==> src/rtl/store_buf_pkg.sv <==
// store_buf_pkg
//   Shared types for the store buffer: store size encoding, queued entry
//   layout, drain state encoding and the lane alignment helper used on the
//   push path.
package store_buf_pkg;

  localparam int SB_DW = 32;
  localparam int SB_AW = 32;

  typedef enum logic [1:0] {
    SZ_BYTE = 2'b00,
    SZ_HALF = 2'b01,
    SZ_WORD = 2'b10,
    SZ_RSVD = 2'b11
  } size_e;

  // One queued write: word-aligned address, lane-aligned data, byte enables.
  typedef struct packed {
    logic [SB_AW-1:0] addr;
    logic [SB_DW-1:0] data;
    logic [3:0]       be;
  } sb_entry_t;

  typedef enum logic {
    DRAIN_IDLE  = 1'b0,
    DRAIN_WRITE = 1'b1
  } drain_state_e;

  typedef struct packed {
    logic [SB_DW-1:0] data;
    logic [3:0]       be;
    logic             misaligned;
  } lane_t;

  // Replicates the low bytes of the store value across all lanes so that
  // whichever lane the byte enables select already carries the right bytes.
  function automatic lane_t lane_align(input logic [1:0] size,
                                       input logic [1:0] off,
                                       input logic [SB_DW-1:0] d);
    lane_t r;
    r = '0;
    case (size)
      SZ_BYTE: begin
        r.data = {4{d[7:0]}};
        r.be   = 4'b0001 << off;
      end
      SZ_HALF: begin
        r.data       = {2{d[15:0]}};
        r.be         = 4'b0011 << off;
        r.misaligned = off[0];
      end
      SZ_WORD: begin
        r.data       = d;
        r.be         = 4'b1111;
        r.misaligned = (off != 2'b00);
      end
      default: begin
        r.misaligned = 1'b1;
      end
    endcase
    return r;
  endfunction

endpackage

==> src/rtl/store_buffer_if.sv <==
// store_buffer_if
//   Bundles the execute-side store handshake, the data-memory write port and
//   the load forwarding lookup of the store buffer.
//   slave  : seen by store_buffer (takes st_*, mem_ready, ld_addr)
//   master : seen by the surrounding pipeline / memory model
interface store_buffer_if #(
  parameter int MEM_AW     = 32,
  parameter int DATA_WIDTH = 32
);

  logic                  st_valid;
  logic                  st_ready;
  logic [MEM_AW-1:0]     st_addr;
  logic [DATA_WIDTH-1:0] st_data;
  logic [1:0]            st_size;
  logic                  misalign;

  logic                  mem_we;
  logic                  mem_ready;
  logic [MEM_AW-1:0]     mem_addr;
  logic [DATA_WIDTH-1:0] mem_wdata;
  logic [3:0]            mem_be;

  logic [MEM_AW-1:0]     ld_addr;
  logic                  fwd_hit;
  logic [DATA_WIDTH-1:0] fwd_data;
  logic [3:0]            fwd_be;

  modport slave (
    input  st_valid, st_addr, st_data, st_size, mem_ready, ld_addr,
    output st_ready, misalign, mem_we, mem_addr, mem_wdata, mem_be,
           fwd_hit, fwd_data, fwd_be
  );

  modport master (
    output st_valid, st_addr, st_data, st_size, mem_ready, ld_addr,
    input  st_ready, misalign, mem_we, mem_addr, mem_wdata, mem_be,
           fwd_hit, fwd_data, fwd_be
  );

endinterface

==> src/rtl/sb_align.sv <==
// sb_align
//   Combinational store alignment: turns size + byte offset + raw store value
//   into lane-aligned data, byte enables and a misalignment flag.
//   size       in  2   store size code
//   off        in  2   byte offset inside the word
//   din        in  32  store value, data in low bits
//   dout       out 32  lane-aligned data
//   be         out 4   byte enables
//   misaligned out 1   request cannot be performed as one word write
module sb_align
  import store_buf_pkg::*;
(
  input  logic [1:0]       size,
  input  logic [1:0]       off,
  input  logic [SB_DW-1:0] din,
  output logic [SB_DW-1:0] dout,
  output logic [3:0]       be,
  output logic             misaligned
);

  lane_t lane;

  // All alignment rules live in the package helper so the rules exist once.
  always_comb begin
    lane       = lane_align(size, off, din);
    dout       = lane.data;
    be         = lane.be;
    misaligned = lane.misaligned;
  end

endmodule

==> src/rtl/store_buffer.sv <==
// store_buffer
//   Queues stores from execute and drains them in order to the data-memory
//   write port, holding each write stable until memory accepts it.
//   clk    in   rising-edge clock
//   rst_n  in   synchronous active-low reset
//   bus    slave modport of store_buffer_if (store handshake, memory write
//          port, forwarding lookup)
//   count  out  occupied entries
//   empty  out  count == 0
//   Optional feature: define STORE_BUF_FWD_EN to enable load forwarding.
//   Without it fwd_hit/fwd_data/fwd_be are tied to zero.
module store_buffer
  import store_buf_pkg::*;
#(
  parameter int DATA_WIDTH = 32,
  parameter int MEM_AW     = 32,
  parameter int DEPTH      = 4
) (
  input  logic                   clk,
  input  logic                   rst_n,
  store_buffer_if.slave          bus,
  output logic [$clog2(DEPTH):0] count,
  output logic                   empty
);

  localparam int PW = $clog2(DEPTH);
  localparam logic [PW:0] FULL_CNT = (PW+1)'(DEPTH);
  localparam logic [0:0] S_IDLE  = 1'(DRAIN_IDLE);
  localparam logic [0:0] S_WRITE = 1'(DRAIN_WRITE);

  sb_entry_t        entries [DEPTH];
  logic [PW-1:0]    wr_ptr;
  logic [PW-1:0]    rd_ptr;
  logic [PW:0]      cnt;
  logic [PW:0]      cnt_next;
  logic [0:0]       state;

  logic             full;
  logic             accept;
  logic             push;
  logic             pop;
  logic [SB_DW-1:0] al_data;
  logic [3:0]       al_be;
  logic             al_mis;
  sb_entry_t        new_entry;

  sb_align u_align (
    .size       (bus.st_size),
    .off        (bus.st_addr[1:0]),
    .din        (SB_DW'(bus.st_data)),
    .dout       (al_data),
    .be         (al_be),
    .misaligned (al_mis)
  );

  // A misaligned request still completes its handshake but is never queued.
  assign full         = (cnt == FULL_CNT);
  assign bus.st_ready = !full;
  assign accept       = bus.st_valid && !full;
  assign push         = accept && !al_mis;
  assign pop          = (state == S_WRITE) && bus.mem_ready;

  assign new_entry.addr = SB_AW'({bus.st_addr[MEM_AW-1:2], 2'b00});
  assign new_entry.data = al_data;
  assign new_entry.be   = al_be;

  // Occupancy after this edge; push and pop together leave it unchanged.
  always_comb begin
    cnt_next = cnt;
    if (push && !pop) begin
      cnt_next = cnt + 1'b1;
    end else if (!push && pop) begin
      cnt_next = cnt - 1'b1;
    end
  end

  // Entry storage needs no reset: only slots below count are ever observed.
  always_ff @(posedge clk) begin
    if (push) begin
      entries[wr_ptr] <= new_entry;
    end
  end

  // Pointers, occupancy, drain state and the misalign pulse. The drain state
  // looks at next occupancy so a push into an empty buffer is written the
  // very next cycle.
  always_ff @(posedge clk) begin
    if (!rst_n) begin
      wr_ptr       <= '0;
      rd_ptr       <= '0;
      cnt          <= '0;
      state        <= S_IDLE;
      bus.misalign <= 1'b0;
    end else begin
      if (push) begin
        wr_ptr <= wr_ptr + 1'b1;
      end
      if (pop) begin
        rd_ptr <= rd_ptr + 1'b1;
      end
      cnt          <= cnt_next;
      state        <= (cnt_next != '0) ? S_WRITE : S_IDLE;
      bus.misalign <= accept && al_mis;
    end
  end

  // Head entry is presented only while writing; it cannot change until popped.
  always_comb begin
    bus.mem_we    = (state == S_WRITE);
    bus.mem_addr  = '0;
    bus.mem_wdata = '0;
    bus.mem_be    = '0;
    if (state == S_WRITE) begin
      bus.mem_addr  = MEM_AW'(entries[rd_ptr].addr);
      bus.mem_wdata = DATA_WIDTH'(entries[rd_ptr].data);
      bus.mem_be    = entries[rd_ptr].be;
    end
  end

  assign count = cnt;
  assign empty = (cnt == '0);

`ifdef STORE_BUF_FWD_EN
  logic [PW-1:0] fidx;

  // Walk oldest to youngest so the youngest matching entry is the last one
  // written into the result.
  always_comb begin
    bus.fwd_hit  = 1'b0;
    bus.fwd_data = '0;
    bus.fwd_be   = '0;
    fidx         = rd_ptr;
    for (int i = 0; i < DEPTH; i++) begin
      fidx = rd_ptr + PW'(i);
      if (((PW+1)'(i) < cnt) &&
          (entries[fidx].addr[SB_AW-1:2] == bus.ld_addr[MEM_AW-1:2])) begin
        bus.fwd_hit  = 1'b1;
        bus.fwd_data = DATA_WIDTH'(entries[fidx].data);
        bus.fwd_be   = entries[fidx].be;
      end
    end
  end
`else
  logic unused_ld_addr;

  assign unused_ld_addr = ^bus.ld_addr;
  assign bus.fwd_hit    = 1'b0;
  assign bus.fwd_data   = '0;
  assign bus.fwd_be     = '0;
`endif

endmodule
==> src/flat_wrapper.sv <==
// flat-port wrapper written by rule: the top's interface ports become plain ports
module store_buffer_flat import store_buf_pkg::*;
#(
  parameter int DATA_WIDTH = 32,
  parameter int MEM_AW     = 32,
  parameter int DEPTH      = 4
)
  (clk, rst_n, count, empty, bus_st_valid, bus_st_addr, bus_st_data, bus_st_size, bus_mem_ready, bus_ld_addr, bus_st_ready, bus_misalign, bus_mem_we, bus_mem_addr, bus_mem_wdata, bus_mem_be, bus_fwd_hit, bus_fwd_data, bus_fwd_be);
  store_buffer_if #(.MEM_AW(MEM_AW), .DATA_WIDTH(DATA_WIDTH)) bus_i ();
  input  logic clk;
  input  logic rst_n;
  output logic [$clog2(DEPTH):0] count;
  output logic empty;
  input wire logic [$bits(bus_i.st_valid)-1:0] bus_st_valid;
  input wire logic [$bits(bus_i.st_addr)-1:0] bus_st_addr;
  input wire logic [$bits(bus_i.st_data)-1:0] bus_st_data;
  input wire logic [$bits(bus_i.st_size)-1:0] bus_st_size;
  input wire logic [$bits(bus_i.mem_ready)-1:0] bus_mem_ready;
  input wire logic [$bits(bus_i.ld_addr)-1:0] bus_ld_addr;
  output wire logic [$bits(bus_i.st_ready)-1:0] bus_st_ready;
  output wire logic [$bits(bus_i.misalign)-1:0] bus_misalign;
  output wire logic [$bits(bus_i.mem_we)-1:0] bus_mem_we;
  output wire logic [$bits(bus_i.mem_addr)-1:0] bus_mem_addr;
  output wire logic [$bits(bus_i.mem_wdata)-1:0] bus_mem_wdata;
  output wire logic [$bits(bus_i.mem_be)-1:0] bus_mem_be;
  output wire logic [$bits(bus_i.fwd_hit)-1:0] bus_fwd_hit;
  output wire logic [$bits(bus_i.fwd_data)-1:0] bus_fwd_data;
  output wire logic [$bits(bus_i.fwd_be)-1:0] bus_fwd_be;
  assign bus_i.st_valid = bus_st_valid;
  assign bus_i.st_addr = bus_st_addr;
  assign bus_i.st_data = bus_st_data;
  assign bus_i.st_size = bus_st_size;
  assign bus_i.mem_ready = bus_mem_ready;
  assign bus_i.ld_addr = bus_ld_addr;
  assign bus_st_ready = bus_i.st_ready;
  assign bus_misalign = bus_i.misalign;
  assign bus_mem_we = bus_i.mem_we;
  assign bus_mem_addr = bus_i.mem_addr;
  assign bus_mem_wdata = bus_i.mem_wdata;
  assign bus_mem_be = bus_i.mem_be;
  assign bus_fwd_hit = bus_i.fwd_hit;
  assign bus_fwd_data = bus_i.fwd_data;
  assign bus_fwd_be = bus_i.fwd_be;
  store_buffer #(.DATA_WIDTH(DATA_WIDTH), .MEM_AW(MEM_AW), .DEPTH(DEPTH)) u_core (.clk(clk), .rst_n(rst_n), .bus(bus_i), .count(count), .empty(empty));
endmodule
==> config.mk <==
export PLATFORM = sky130hd
export DESIGN_NAME = store_buffer_flat
export DESIGN_NICKNAME = d
export VERILOG_FILES = /design/src/rtl/store_buf_pkg.sv /design/src/rtl/store_buffer_if.sv /design/src/rtl/sb_align.sv /design/src/rtl/store_buffer.sv /design/src/flat_wrapper.sv
export SDC_FILE = /design/constraint.sdc
export NUM_CORES = 1
export LEC_CHECK = 0
export BUFFER_PORTS_ARGS = -buffer_cell sky130_fd_sc_hd__clkbuf_2
export CELL_PAD_IN_SITES_DETAIL_PLACEMENT = 0
export CELL_PAD_IN_SITES_GLOBAL_PLACEMENT = 1
export CORE_MARGIN = 5
export CORE_UTILIZATION = 27
export DETAILED_ROUTE_END_ITERATION = 6
export GPL_ROUTABILITY_DRIVEN = 0
export GPL_TIMING_DRIVEN = 0
export PLACE_DENSITY_LB_ADDON = 0.1
export SLEW_MARGIN = 20
export SYNTH_ARGS = -nofsm -noshare
export SYNTH_HDL_FRONTEND = slang
export SYNTH_SLANG_ARGS = --single-unit
==> constraint.sdc <==
create_clock -name clk -period 6.1 [get_ports clk]
set_clock_uncertainty 0.15 [all_clocks]
set_input_delay 0.61 -clock clk [delete_from_list [all_inputs] [get_ports clk]]
set_output_delay 0.61 -clock clk [all_outputs]
set_load 0.005 [all_outputs]
==> out/results.tsv <==
metric	value	unit
number of antenna diodes	0	
fin cells	1390	
fin util	0.337	
Req. time, crit path	5.34	ns
PostCTS Resize Cnt	0	
area taken by flip-flops and latches	0.00815	mm²
Multi-input gate area	0.00281	mm²
PwrDens	365	mW/mm²
first-pass GRT wire length	41.5	mm
via count	5919	
setup TNS	0	ns
Routed WL per cell	19.8	µm
most frequent cells in the layout	edfxtp_1, clkbuf_2, and2_1	
final setup fails	0	
Async SR Flop Fraction	0	
commonest non-fill, non-tap cell in the layout	edfxtp_1	
Setup crit end kind	primary output	
CTS tree	built	
worst slew pin tran	0.794	ns
post-layout net count	937	
crit path DAT	2.58	ns
largest net degree at the start of global routing	41	
Worst slew margin	0.465	
EDFF count, synth	264	
clock root buffer	clkbuf_16	
Clk Latency, worst-skew pair	0.51	ns
DIE HEIGHT	215	µm
layout cells sized above 1	0.382	
Core ar.	0.0418	mm²
final hold violations	0	
fraction of the cycle the final worst path needs	0.547	
Pleak	5.11	nW
Ys Warns	0	
min cycle time layout	3.34	ns
drt pass-1 iters	6	
Total Wirelength	27.5	mm
CTS Sinks	275	
number of global-route vias before repair	6569	
# IOs	214	
highest clock rate	300	MHz
part of the Yosys area used for sequential elements	0.719	
Detail Route Antenna Nets	0	
Setup Buffers After CTS	0	
post-synthesis instance area	0.0113	mm²
hold buffer count at CTS	0	
Vias/cell	4.26	
Area growth, synth to finish	24.1	%
Finished Cell Area	0.0141	mm²
Post-DP Area	0.0130	mm²
critical path class	flip-flop to primary output	
DRC	0	
CTS Buf Count	34	
global-route usage over all layers	0.119	
htree depth	2	
register bit total from synthesis	275	
HP Class	primary input to flip-flop	
commonest register cell after synthesis	edfxtp_1	
Yosys cell types	35	
antenna violations before repair	0	
Initial Util	0.271	
DP HPWL	18.5	mm
Bufs on Longest Clock Path	3	
Worst VDD drop	0.000193	V
total gr overflow	0	
CP max FO	10	
initial drt markers	281	
Slew Viols, Final	0	
status	complete, no violations	
Worst-path clk slew	0.06	ns
hold_ws	0.176	ns
synthesized area per cell	18.7	µm²
number of fill cells	4067	
post-synthesis instance total	607	
PortBufs	141	
maxcap violations	0	
RSZ-0062 raised after global routing	false	
type of origin of the critical path	flip-flop	
Die X	215	µm
Site Rows	75	
die area	0.0462	mm²
placed insts	1331	
==> logic make-up (layout without fill, tap and decap cells) <==
family	count (synthesis)	count (layout)	synth area share
muxes	78	78	0.142
and+or+nand+nor	108	108	0.0538
AOI/OAI and AO/OA	45	45	0.0259
other	1	39	0.000331
xor gates and xnor gates	6	6	0.00464
buffers and inverters	86	292	0.0456
DFF	275	275	0.719
adders and majority gates	8	8	0.00872
==> stage by stage <==
stage / setup slack [ns] / power, W
after detailed placement: 3.18 / 0.00335
after global routing: 2.60 / 0.00542
after floorplan: 3.44 / 0.00287
after global placement: 2.33 / 0.00332
after CTS: 2.64 / 0.00527
final: 2.76 / 0.00513
==> cell usage after synthesis (all sizes together) (2+ instances only) <==
library cell / instances / area share
edfxtp: 264 / 0.70
and2: 71 / 0.040
mux4: 66 / 0.13
buf: 54 / 0.035
clkbuf: 17 / 0.0056
inv: 15 / 0.0050
nand2: 15 / 0.0050
a21o: 14 / 0.0093
nor2: 14 / 0.0046
o21ai: 13 / 0.0057
a21oi: 11 / 0.0052
dfxtp: 11 / 0.019
mux2i: 11 / 0.0097
ha: 7 / 0.0077
xnor2: 5 / 0.0039
nor2b: 3 / 0.0017
nor3: 3 / 0.0018
o21bai: 2 / 0.0013
==> sequential cells by signal, summed over array words and instances, names as in the netlist, named ones only <==
signal / flops
u_core.rd_ptr: 2
u_core.entries: 264
u_core.bus.mem_we: 1
u_core.wr_ptr: 2
u_core.count: 3
u_core.bus.misalign: 1
==> power by group <==
group          switching (W)  internal, W  total (W)
logic               0.000541     0.000505    0.00105
clock network       0.000744      0.00113    0.00188
registers          0.0000365      0.00217    0.00221
total                0.00132      0.00381    0.00513
==> metal layers <==
metal	global-route usage	share of wire	wire, µm	vias up
met4	0.0305	0.019	512	0
met1	0.150	0.42	11600	3015
met3	0.0331	0.059	1620	37
met2	0.202	0.50	13800	158
li1	-	-	-	2709
met5	0	0	0	-
==> area by class of cell <==
cell class                 count  share of cell area
sequential                   275               0.579
multi-input combinational    284               0.200
clock buffer                  39              0.0633
timing repair buffer         147              0.0608
tap                          539              0.0479
buffer                        71              0.0327
clock inverter                20              0.0117
inverter                      15             0.00400
==> worst max-delay path, stage by stage (launching register included) <==
cell and delay, ns:
dfxtp_1 0.36, clkbuf_1 0.61, buf_2 0.42, mux4_2 0.34, and2_1 0.20, clkbuf_2 0.12
==> path summary, 6_finish.rpt <==
| path | startpoint | endpoint | slack, ns | depth (start not counted) |
|---|---|---|---|---|
| max reg2reg | u_core.count[0]$_SDFF_PN0_ | u_core.entries[0][57]$_DFFE_PP_ | 3.35 | 7 |
| max | flip-flop | bus_mem_wdata[6] | 2.76 | 5 |
| min | bus_st_addr[19] | u_core.entries[2][53]$_DFFE_PP_ | 0.18 | 1 |
| min reg2reg | u_core.rd_ptr[0]$_SDFFE_PN0P_ | u_core.rd_ptr[0]$_SDFFE_PN0P_ | 0.40 | 2 |
Power figures use the tool's default switching activity.
